File: src/rtl/scan_select_mux_if.sv
// Bus bundle for scan_select_mux: control/data in from the master, the
// registered selection results back out.
interface scan_select_mux_if #(
   parameter int W = 4,
   parameter int N = 2
);
   localparam int SELW = (N > 1) ? $clog2(N) : 1;

   logic [1:0]      mode;
   logic [SELW-1:0] sel;
   logic [N*W-1:0]  data_in;
   logic [W-1:0]    data_out;
   logic [SELW-1:0] chan;
   logic            chan_change;
   logic            sel_err;

   modport master (
      output mode, sel, data_in,
      input  data_out, chan, chan_change, sel_err
   );

   modport slave (
      input  mode, sel, data_in,
      output data_out, chan, chan_change, sel_err
   );
endinterface

File: src/rtl/scan_select_mux.sv
// N-channel, W-bit registered channel selector with MANUAL / SCAN / HOLD
// modes. Every output comes from a flop; inputs only feed next-state logic.
module scan_select_mux #(
   parameter int W     = 4,
   parameter int N     = 2,
   parameter int DWELL = 8
) (
   input  logic             Clock,
   input  logic             Resetn,
   scan_select_mux_if.slave bus
);
   localparam int SELW = (N > 1) ? $clog2(N) : 1;
   localparam int CW   = (DWELL > 1) ? $clog2(DWELL) : 1;

   localparam logic [SELW:0]   N_EXT    = (SELW+1)'(N);
   localparam logic [SELW-1:0] CHAN_TOP = SELW'(N - 1);
   localparam logic [CW-1:0]   CNT_TOP  = CW'(DWELL - 1);

   typedef enum logic [1:0] {
      MANUAL = 2'b00,
      SCAN   = 2'b01,
      HOLD   = 2'b10
   } mode_e;

   mode_e                md;
   logic [N-1:0][W-1:0]  ch;
   logic [SELW-1:0]      chan_q, chan_nxt;
   logic [CW-1:0]        cnt_q, cnt_nxt;
   logic [W-1:0]         data_q;
   logic                 chg_q, err_q, err_nxt, upd;

   assign ch = bus.data_in;

   // Decode the mode pins; the reserved code behaves exactly like HOLD.
   always_comb begin
      case (bus.mode)
         2'b00:   md = MANUAL;
         2'b01:   md = SCAN;
         default: md = HOLD;
      endcase
   end

   // Next channel, dwell count and select-error flag for the sampled mode.
   always_comb begin
      chan_nxt = chan_q;
      cnt_nxt  = cnt_q;
      err_nxt  = err_q;
      upd      = 1'b0;
      case (md)
         MANUAL: begin
            upd     = 1'b1;
            cnt_nxt = '0;
            if ({1'b0, bus.sel} < N_EXT) begin
               chan_nxt = bus.sel;
               err_nxt  = 1'b0;
            end else begin
               err_nxt  = 1'b1;
            end
         end
         SCAN: begin
            upd     = 1'b1;
            err_nxt = 1'b0;
            if (cnt_q == CNT_TOP) begin
               cnt_nxt  = '0;
               chan_nxt = (chan_q == CHAN_TOP) ? '0 : chan_q + 1'b1;
            end else begin
               cnt_nxt  = cnt_q + 1'b1;
            end
         end
         default: ;  // HOLD: everything keeps its value
      endcase
   end

   // State and output registers; reset clears everything, aborting any scan.
   always_ff @(posedge Clock or negedge Resetn) begin
      if (!Resetn) begin
         chan_q <= '0;
         cnt_q  <= '0;
         data_q <= '0;
         chg_q  <= 1'b0;
         err_q  <= 1'b0;
      end else begin
         chan_q <= chan_nxt;
         cnt_q  <= cnt_nxt;
         err_q  <= err_nxt;
         chg_q  <= (chan_nxt != chan_q);
         if (upd) data_q <= ch[chan_nxt];
      end
   end

   assign bus.data_out    = data_q;
   assign bus.chan        = chan_q;
   assign bus.chan_change = chg_q;
   assign bus.sel_err     = err_q;
endmodule

File: src/flat_wrapper.sv
// flat-port wrapper written by rule: the top's interface ports become plain ports
module scan_select_mux_flat 
#(
   parameter int W     = 4,
   parameter int N     = 2,
   parameter int DWELL = 8
)
  (Clock, Resetn, bus_mode, bus_sel, bus_data_in, bus_data_out, bus_chan, bus_chan_change, bus_sel_err);
  scan_select_mux_if #(.W(W), .N(N)) bus_i ();
  input  logic Clock;
  input  logic Resetn;
  input wire logic [$bits(bus_i.mode)-1:0] bus_mode;
  input wire logic [$bits(bus_i.sel)-1:0] bus_sel;
  input wire logic [$bits(bus_i.data_in)-1:0] bus_data_in;
  output wire logic [$bits(bus_i.data_out)-1:0] bus_data_out;
  output wire logic [$bits(bus_i.chan)-1:0] bus_chan;
  output wire logic [$bits(bus_i.chan_change)-1:0] bus_chan_change;
  output wire logic [$bits(bus_i.sel_err)-1:0] bus_sel_err;
  assign bus_i.mode = bus_mode;
  assign bus_i.sel = bus_sel;
  assign bus_i.data_in = bus_data_in;
  assign bus_data_out = bus_i.data_out;
  assign bus_chan = bus_i.chan;
  assign bus_chan_change = bus_i.chan_change;
  assign bus_sel_err = bus_i.sel_err;
  scan_select_mux #(.W(W), .N(N), .DWELL(DWELL)) u_core (.Clock(Clock), .Resetn(Resetn), .bus(bus_i));
endmodule
File: config.mk
export PLATFORM = sky130hd
export DESIGN_NAME = scan_select_mux_flat
export DESIGN_NICKNAME = d
export VERILOG_FILES = /design/src/rtl/scan_select_mux_if.sv /design/src/rtl/scan_select_mux.sv /design/src/flat_wrapper.sv
export SDC_FILE = /design/constraint.sdc
export NUM_CORES = 1
export LEC_CHECK = 0
export CAP_MARGIN = 20
export CORE_AREA = 2 2 39 41
export CTS_CLUSTER_SIZE = 20
export DETAILED_ROUTE_END_ITERATION = 8
export DIE_AREA = 0 0 41 43
export PLACE_DENSITY = 0.72
export REMOVE_ABC_BUFFERS = 1
export SETUP_SLACK_MARGIN = 0.05
export SYNTH_ARGS = -nofsm -noshare
export SYNTH_HDL_FRONTEND = slang
export SYNTH_SLANG_ARGS = --single-unit
File: constraint.sdc
create_clock -name Clock -period 2.3 [get_ports Clock]
set_clock_uncertainty 0.2 [all_clocks]
set_input_delay 0.46 -clock Clock [delete_from_list [all_inputs] [get_ports Clock]]
set_output_delay 0.46 -clock Clock [all_outputs]
set_load 0.02 [all_outputs]
## Yosys cells after proc, flatten, opt, wreduce, memory -nomap -nowiden

Cells that the tools add are included.

| word-level totals | value |
|---|---|
| RAM bits | 0 |
| output and inout bits | 7 |
| word-level logic and storage cells | 24 |
| register bits after elaboration | 9 |
| memory bits (read-only) | 0 |
| bits in latches | 0 |
| bits of input ports | 13 |
| memories kept | 0 |

| cells by class | value |
|---|---|
| muxes and demuxes | 9 |
| bitwise gates (word level) | 0 |
| multipliers | 0 |
| divide/modulo/power cells | 0 |
| add/subtract/negate cells | 2 |
| shifts and indexed selects | 0 |
| order comparisons | 1 |
| equality and inequality tests | 4 |
| reductions and logical operators | 4 |

Operators by type and width:

| operator | count |
|---|---|
| $mux W4 | 2 |
| $pmux W3 S2 | 1 |
| $eq A2 B1 Y1 const B | 2 |
| $logic_not A2 Y1 | 2 |
| $pmux W2 S2 | 1 |
| $add A3 B1 Y3 const B | 1 |
| $eq A3 B3 Y1 const B | 1 |
| $mux W1 | 3 |
| $mux W3 | 1 |
| $lt A1 B2 Y1 const B | 1 |
| $pmux W1 S2 | 1 |
| $reduce_bool A2 Y1 | 1 |
| $reduce_or A2 Y1 | 1 |
| $add A1 B1 Y1 const B | 1 |
| $ne A1 B1 Y1 | 1 |

## Longest topological paths before layout

Gate-level depths: netlist of run 1.

| logic depth | value |
|---|---|
| depth in word-level cells | 6 |
| gate-level depth with buffers | 5 |
| gate-level depth less buffers | 5 |

## Worst setup path before layout of run 1

OpenSTA, ideal clock, no wires.

| path | value |
|---|---|
| kind | register to register |
| start | reg u_core.cnt_q[0] |
| end | reg u_core.data_q[0], in the netlist u_core.bus.data_out[0] |
| data arrival time | 1.460 ns |
| path buffers | 0 |
| period minus slack after synthesis | 1.771 ns |
| stages on the path, launching flop included | 6 |
| library setup time | 0.111 ns |
| path slack | 0.529 ns |
| data required time | 1.989 ns |
| cells stage by stage | dfrtp_1 -> ha_1 -> ha_1 -> xnor2_2 -> mux2i_1 -> a222oi_1 |

| on the way | value |
|---|---|
| word-level cells in the longest chain between the ends | 5 |

RTL lines:

| what | RTL line | source |
|---|---|---|
| from (decl) | scan_select_mux.sv:28 | `logic [CW-1:0] cnt_q, cnt_nxt;` |
| from (signal assigned) | scan_select_mux.sv:84 | `cnt_q <= cnt_nxt;` |
| $eq A3 B3 Y1 | scan_select_mux.sv:63 | `if (cnt_q == CNT_TOP) begin` |
| $mux W1 | scan_select_mux.sv:63 |  |
| $pmux W1 S2 | scan_select_mux.sv:49 | `case (md)` |
| $mux W4 (not written as such) (2 in a row) | scan_select_mux.sv:87 | `if (upd) data_q <= ch[chan_nxt];` |
| to (signal assigned) | scan_select_mux.sv:87 |  |
| to (decl) | scan_select_mux.sv:29 | `logic [W-1:0] data_q;` |

No other way between the ends. The select of a mux whose other input is x is not followed.
A chain may end at the register's enable or synchronous reset.

==> flow_metrics.tcl, run 1 <==
set metrics [dict create \
    synthesis.instances 47 \
    synth-seq-cells 9 \
    layout-drive-gt1-share 0.07576 \
    gr-usage-all-layers 0.1565 \
    global_route_wire_length_before_repair_um 1711 \
    synth_sequential_area_ratio 0.4380 \
    min_period_over_period 0.8781 \
    placementRows 14 \
    aggregate_negative_setup_slack_ps 0 \
    syn2layout_area_growth_pct 41.12 \
    nNetsFinal 82 \
    clk_latency_ps 260 \
    antenna_cells_inserted 0 \
    viasPerCell 5.000 \
    dieHeight_um 43 \
    cts-root-to-sink-buffers 2 \
    cellLeakagePower_uw 0.0003417 \
    yosysTopAreaCellShare 0.4380 \
    floorplan.initialDensity 0.3716 \
    grt_pass1_vias 374 \
    ys_dominant_reg_cell "dfrtp_1" \
    synth.avg_cell_area_um2 10.94 \
    numCtsBuffers 3 \
    power_uw 448.3 \
    drv_cap 0 \
    yosys_warnings 0 \
    worstHoldPathType "in -> async" \
    cts_hold_buffers 0 \
    clkSinkCount 9 \
    crit_path_cell_trace "clkdlybuf4s50_1" \
    place.port_buffers 18 \
    drt_pass1_iterations 7 \
    avgRoutedWirePerCell_um 13.56 \
    report.final.hold_viol_count 0 \
    cp_data_arrival_time_ps 1360 \
    worst_ep_required_time_ps 1640 \
    critical_path.max_stage_delay_ps 640 \
    largest_net_degree_at_the_start_of_global_routing 14 \
    timing.final.setup_violations 0 \
    io_pins 20 \
    die_area_mm2 0.001763 \
    antenna_violating_nets_post_route 0 \
    setup.worst_path.class "reg -> out" \
    run_status "finished, final reports clean" \
    num_vias 410 \
    layout.cells.non_filler 82 \
    p_per_area_mw_per_mm2 617.8 \
    grt-ovfl-total 0 \
    die_w_um 41 \
    drt_iter0_drc 19 \
    ctsRootBufferMaster "clkbuf_4" \
    maxSlewViolCount 0 \
    critical_path.n_buffers_inverters 1 \
    dp.cells 78 \
    ys_async_sr_fraction 1.000 \
    netlist-cell-type-count 21 \
    synthesis.area_um2 514.2 \
    clkTransAtPathRegs_ps 60 \
    post_cts_resize_count 0 \
    synth_top_area_cell "dfrtp_1" \
    drc_violations_left 0 \
    htree_num_levels 1 \
    fp.coreArea_mm2 0.001384 \
    ir_worst_vdd_v 0.0003012 \
    critical_path.startpoint_type "flop" \
    gp_routability_congestion 0.7545 \
    end_kind "output port" \
    achievable-frequency_ghz 0.4951 \
    tritoncts_clock_tree "done" \
    crit_fanout 5 \
    cts.repair_timing.setup_buffer_count 0 \
    slowest_stage "clkdlybuf4s50_1" \
    grt_setup_unrepaired "false" \
    finalWirelength_um 1112 \
    synth_edf_count 0 \
    timing.critical_path.max_delay_family "buffers and inverters" \
    yosys-top-cells-area "dfrtp_1 44%, mux2i_1 16%, a222oi_1 7.8%, ha_1 4.9%, xnor2_2 3.2%" \
    initial_antenna_violation_count 0 \
    finalCriticalPeriod_ps 2020 \
]
-- cells in the final DEF, fill, tap and decap left out, drive strengths merged --
master	n
clkdlybuf4s50	18
dfrtp	9
mux2i	8
inv	4
a222oi	4
clkbuf	4
nor2	3
nand2	2
ha	2
xor2	1
and2b	1
o21a	1
o21ai	1
nor3b	1
a21o	1
nor2b	1
xnor2	1
a22o	1
a31oi	1
o22a	1
conb	1
-- cells in the mapped netlist (2+ instances only) --
cell	n
nand2_1	2
ha_1	2
inv_1	4
a222oi_1	4
clkbuf_1	2
nor2_1	3
dfrtp_1	9
mux2i_1	8
-- report_power, final --
| group | leakage (uW) | total [uW] | internal [uW] | switching, uW |
|---|---|---|---|---|
| combinational | 0.000219 | 132 | 71.9 | 60.4 |
| clock | 0.0000150 | 125 | 67.1 | 58.3 |
| sequential | 0.000108 | 191 | 177 | 13.3 |
| total | 0.000342 | 448 | 316 | 132 |
-- through the flow --
stage | worst slack, ps | utilization | hold WS, ps | cell area [um^2]
final | 280.3 | 0.5244 | 301.4 | 725.7
after global routing | 227.3 | 0.5244 | 329.3 | 725.7
after CTS | 266.2 | 0.5244 | 300.9 | 725.7
after detailed placement | 285.5 | 0.5054 | 286.7 | 699.4
after global placement | 294.3 | 0.5054 | 292.1 | 699.4
after floorplan | 529.0 | - | -35.59 | 499.2
-- worst paths after layout --
path / slack (ps) / depth (start not counted) / start / end
setup / recovery: 280 / 1 / flop / bus_chan
hold / removal: 300 / 1 / Resetn / u_core.cnt_q[1]
setup reg to reg: 360 / 5 / u_core.cnt_q[0] / u_core.bus.data_out[3]
hold reg to reg: 300 / 2 / u_core.cnt_q[1] / u_core.cnt_q[1]
max in group asynchronous: 1300 / 1 / Resetn / u_core.bus.chan_change
min in group Clock: 300 / 2 / u_core.cnt_q[1] / u_core.cnt_q[1]
-- layer usage --
metal | up-vias | wire, um | global-route usage | part of all wire
met1 | 180 | 525 | 0.2040 | 0.47
met5 | - | 0 | 0 | 0
met3 | 4 | 91 | 0.03141 | 0.082
li1 | 207 | - | - | -
met2 | 19 | 456 | 0.2063 | 0.41
met4 | 0 | 39 | 0.1400 | 0.035
-- cell families after synthesis --
logic type,synth area share
compound gates,0.1655
xor+xnor,0.04867
other cells,0.007292
buf+inv,0.05840
flops,0.4380
mux,0.1557
fa+ha+maj,0.04865
simple gates,0.07788
-- final cells by class --
| cell class | count | area [um^2] |
|---|---|---|
| flip-flops and latches | 9 | 225.2 |
| fillers | 130 | 658.1 |
| inverters | 4 | 15.01 |
| well taps | 16 | 20.02 |
| multi-input cells | 31 | 259.0 |
| repair buffers | 18 | 180.2 |
| clock buffers | 4 | 26.28 |
Note: power is estimated with default switching activity, not from simulation.
==> inputs of run 2 (changes only) <==
- ABC_AREA: unset -> 1
- ABC_CLOCK_PERIOD_IN_PS: unset -> 2300
- PLACE_DENSITY: 0.72 -> 0.73
==> flow_metrics.tcl, run 2 <==
set metrics [dict create \
    worst-r2r-setup-slack_ps 610 \
    clkSinkCount 9 \
    p_per_area_mw_per_mm2 602.1 \
    cts_hold_buffers 0 \
    synth.avg_cell_area_um2 8.842 \
    synthAdderAreaFrac 0.04717 \
    yosys.area_share.simple 0.3396 \
    gr-usage-all-layers 0.1523 \
    synthesis.area_um2 530.5 \
    ys_async_sr_fraction 1.000 \
    most-common-layout-cells "18 x clkdlybuf4s50_1, 17 x nand2_1, 10 x inv_1" \
    ctsRootBufferMaster "clkbuf_4" \
    avgRoutedWirePerCell_um 10.87 \
    worstHoldPathType "reg -> reg" \
    global_route_wire_length_before_repair_um 1814 \
    yosysTopAreaCellShare 0.4245 \
    combinational_family_with_the_most_area_after_synthesis "simple AND/OR/NAND/NOR gates" \
    place_hpwl_um 834.1 \
    initial_antenna_violation_count 0 \
    place.port_buffers 18 \
    report.final.hold_viol_count 0 \
    ir_worst_vdd_v 0.0002528 \
    cts.repair_timing.setup_buffer_count 0 \
    synthesis.instances 60 \
    min_period_over_period 0.8677 \
    cp_data_arrival_time_ps 1340 \
    share_seq_of_total_power 0.435 \
    finalWirelength_um 1054 \
    viasPerCell 4.495 \
    fraction_of_synthesized_cell_area_in_xor_and_xnor_cells 0.01651 \
    setup.worst_path.class "reg -> out" \
    floorplan.initialDensity 0.3834 \
    worst_r2r_endpoint "u_core.bus.chan_change" \
    min_from "u_core.bus.data_out[2]" \
    achievable-frequency_ghz 0.5011 \
    dieHeight_um 43 \
    antenna_cells_inserted 0 \
    post_cts_resize_count 0 \
    timing.final.setup_violations 0 \
    largest_net_degree_at_the_start_of_global_routing 10 \
    synth_sequential_area_ratio 0.4245 \
    rr_worst_depth 7 \
    run_status "finished, final reports clean" \
    slowest_stage "clkdlybuf4s50_1" \
    post_synth_mux_area_share 0 \
    cts-root-to-sink-buffers 2 \
    p_sw_frac 0.2965 \
    drt_iter0_drc 4 \
    die_area_mm2 0.001763 \
    grt_setup_unrepaired "false" \
    clk_latency_ps 250 \
    end_kind "output port" \
    compound_cell_area_share_of_the_yosys_netlist 0.04481 \
    final_common_cell "clkdlybuf4s50_1" \
    fillers 135 \
    gp_routability_congestion 0.8151 \
    aggregate_negative_setup_slack_ps 0 \
    fp.coreArea_mm2 0.001384 \
    synth_top_area_cell "dfrtp_1" \
    layout-drive-gt1-share 0.1358 \
    drv_cap 0 \
    yosys_warnings 0 \
    critical_path.startpoint_type "flop" \
    synth_edf_count 0 \
    placementRows 14 \
    drc_violations_left 0 \
    clkTransAtPathRegs_ps 60 \
    num_vias 436 \
    power.share.combinational 0.307 \
    critical_path.n_buffers_inverters 1 \
    finalCriticalPeriod_ps 1996 \
    worstHoldEndpoint "u_core.bus.data_out[2]" \
    clock_power_share 0.258 \
    finish.utilization 0.5389 \
    power_switching_uw 133.1 \
    numCtsBuffers 3 \
    maxSlewViolCount 0 \
    synth_most_common_cell "nand2_1" \
    worst_ep_required_time_ps 1640 \
    cellLeakagePower_uw 0.0003839 \
    die_w_um 41 \
    post_synth_most_frequent_cells "17 x nand2_1, 10 x inv_1, 9 x dfrtp_1" \
    crit_fanout 5 \
    grt_pass1_vias 445 \
    netlist-cell-type-count 18 \
    tritoncts_clock_tree "done" \
    critical_path.max_stage_delay_ps 640 \
    grt-ovfl-total 0 \
    antenna_violating_nets_post_route 0 \
    ys_dominant_reg_cell "dfrtp_1" \
    io_pins 20 \
    timing.critical_path.max_delay_family "buffers and inverters" \
    htree_num_levels 1 \
    crit_path_cell_trace "clkdlybuf4s50_1" \
    syn2layout_area_growth_pct 40.57 \
    nNetsFinal 97 \
    cellInternalPower_uw 315.9 \
    reg2reg_from "u_core.cnt_q[0]" \
    yosys-top-cells-area "dfrtp_1 42%, nand2_1 12%, inv_1 7.1%, nand3_4 6.6%, ha_1 4.7%" \
    synth-seq-cells 9 \
    drt_pass1_iterations 4 \
    worst_hold_path.num_cells 2 \
]
## run 2: changes by cell type after synthesis, sizes merged, moves of 4 or more
cell,before,now
nand3,0,7
mux2i,8,0
nand4,0,4
a222oi,4,0
inv,4,12
nand2,2,18
## run 2: power by group through the flow
stage                     clock (uW)  sequential, uW  combinational, uW
after floorplan                    0             216               48.4
after global placement             0             198                138
after detailed placement           0             197                139
after CTS                        122             195                140
after global routing             129             198                152
final                            116             195                138
## run 2: cells by family after synthesis
logic type               after synthesis
AO/OA/AOI/OAI                          3
XOR/XNOR                               1
adder cells (fa/ha/maj)                2
buffers and inverters                 14
flip-flops                             9
other                                  1
AND/OR/NAND/NOR                       30
## run 2: per-stage QoR
step	instance area [um^2]	worst slack, ps	instances	hold slack (ps)	power (uW)
after floorplan	511.7	753.9	58	-35.59	264.2
after detailed placement	719.4	276.0	93	265.6	335.7
after global placement	719.4	321.8	93	275.2	336.1
after global routing	745.7	264.4	97	305.1	479.5
final	745.7	304.3	97	289.7	449.0
after CTS	745.7	295.2	97	295.0	457.3
## run 2: worst register-to-register path, cell delays in order (launching register included)
cell     delay [ps]
dfrtp_1         400
ha_1            210
ha_1            200
inv_1           110
nand2_1         100
nand3_4         120
nand3_2         100
xor2_1          150
## run 2: cell type report
cell class                 count  area [um^2]  share of cell area
timing repair buffer          19        187.7              0.2517
sequential                     9        225.2              0.3020
clock buffer                   4        26.28             0.03523
inverter                      12        45.04             0.06040
tap                           16        20.02             0.02685
multi-input combinational     37        241.5              0.3238
## run 2: how the worst max path moves through the flow
stage	start	end	slack, ps	cells after the start
floorplan	u_core.cnt_q[0]	u_core.bus.chan_change	750	7
global placement	bus_mode[1]	u_core.bus.chan_change	320	5
detailed placement	bus_mode[1]	u_core.bus.data_out[3]	280	7
CTS	flop	bus_chan	300	1
global route	flop	bus_chan	260	1
finish	flop	bus_chan	300	1
## run 2: per-layer routing
layer  global-route usage  vias to the layer above  share of wire
li1                     -                      229              -
met1               0.2100                      190           0.47
met4              0.04000                        0              0
met5                    0                        -              0
met2               0.2250                       17           0.46
met3              0.04712                        0          0.071
==> inputs of run 3 (changes only) <==
- SKIP_CTS_REPAIR_TIMING: unset -> 1
==> results of run 3 <==
Same layout as run 2: the final DEF is identical, and so are final timing and power.
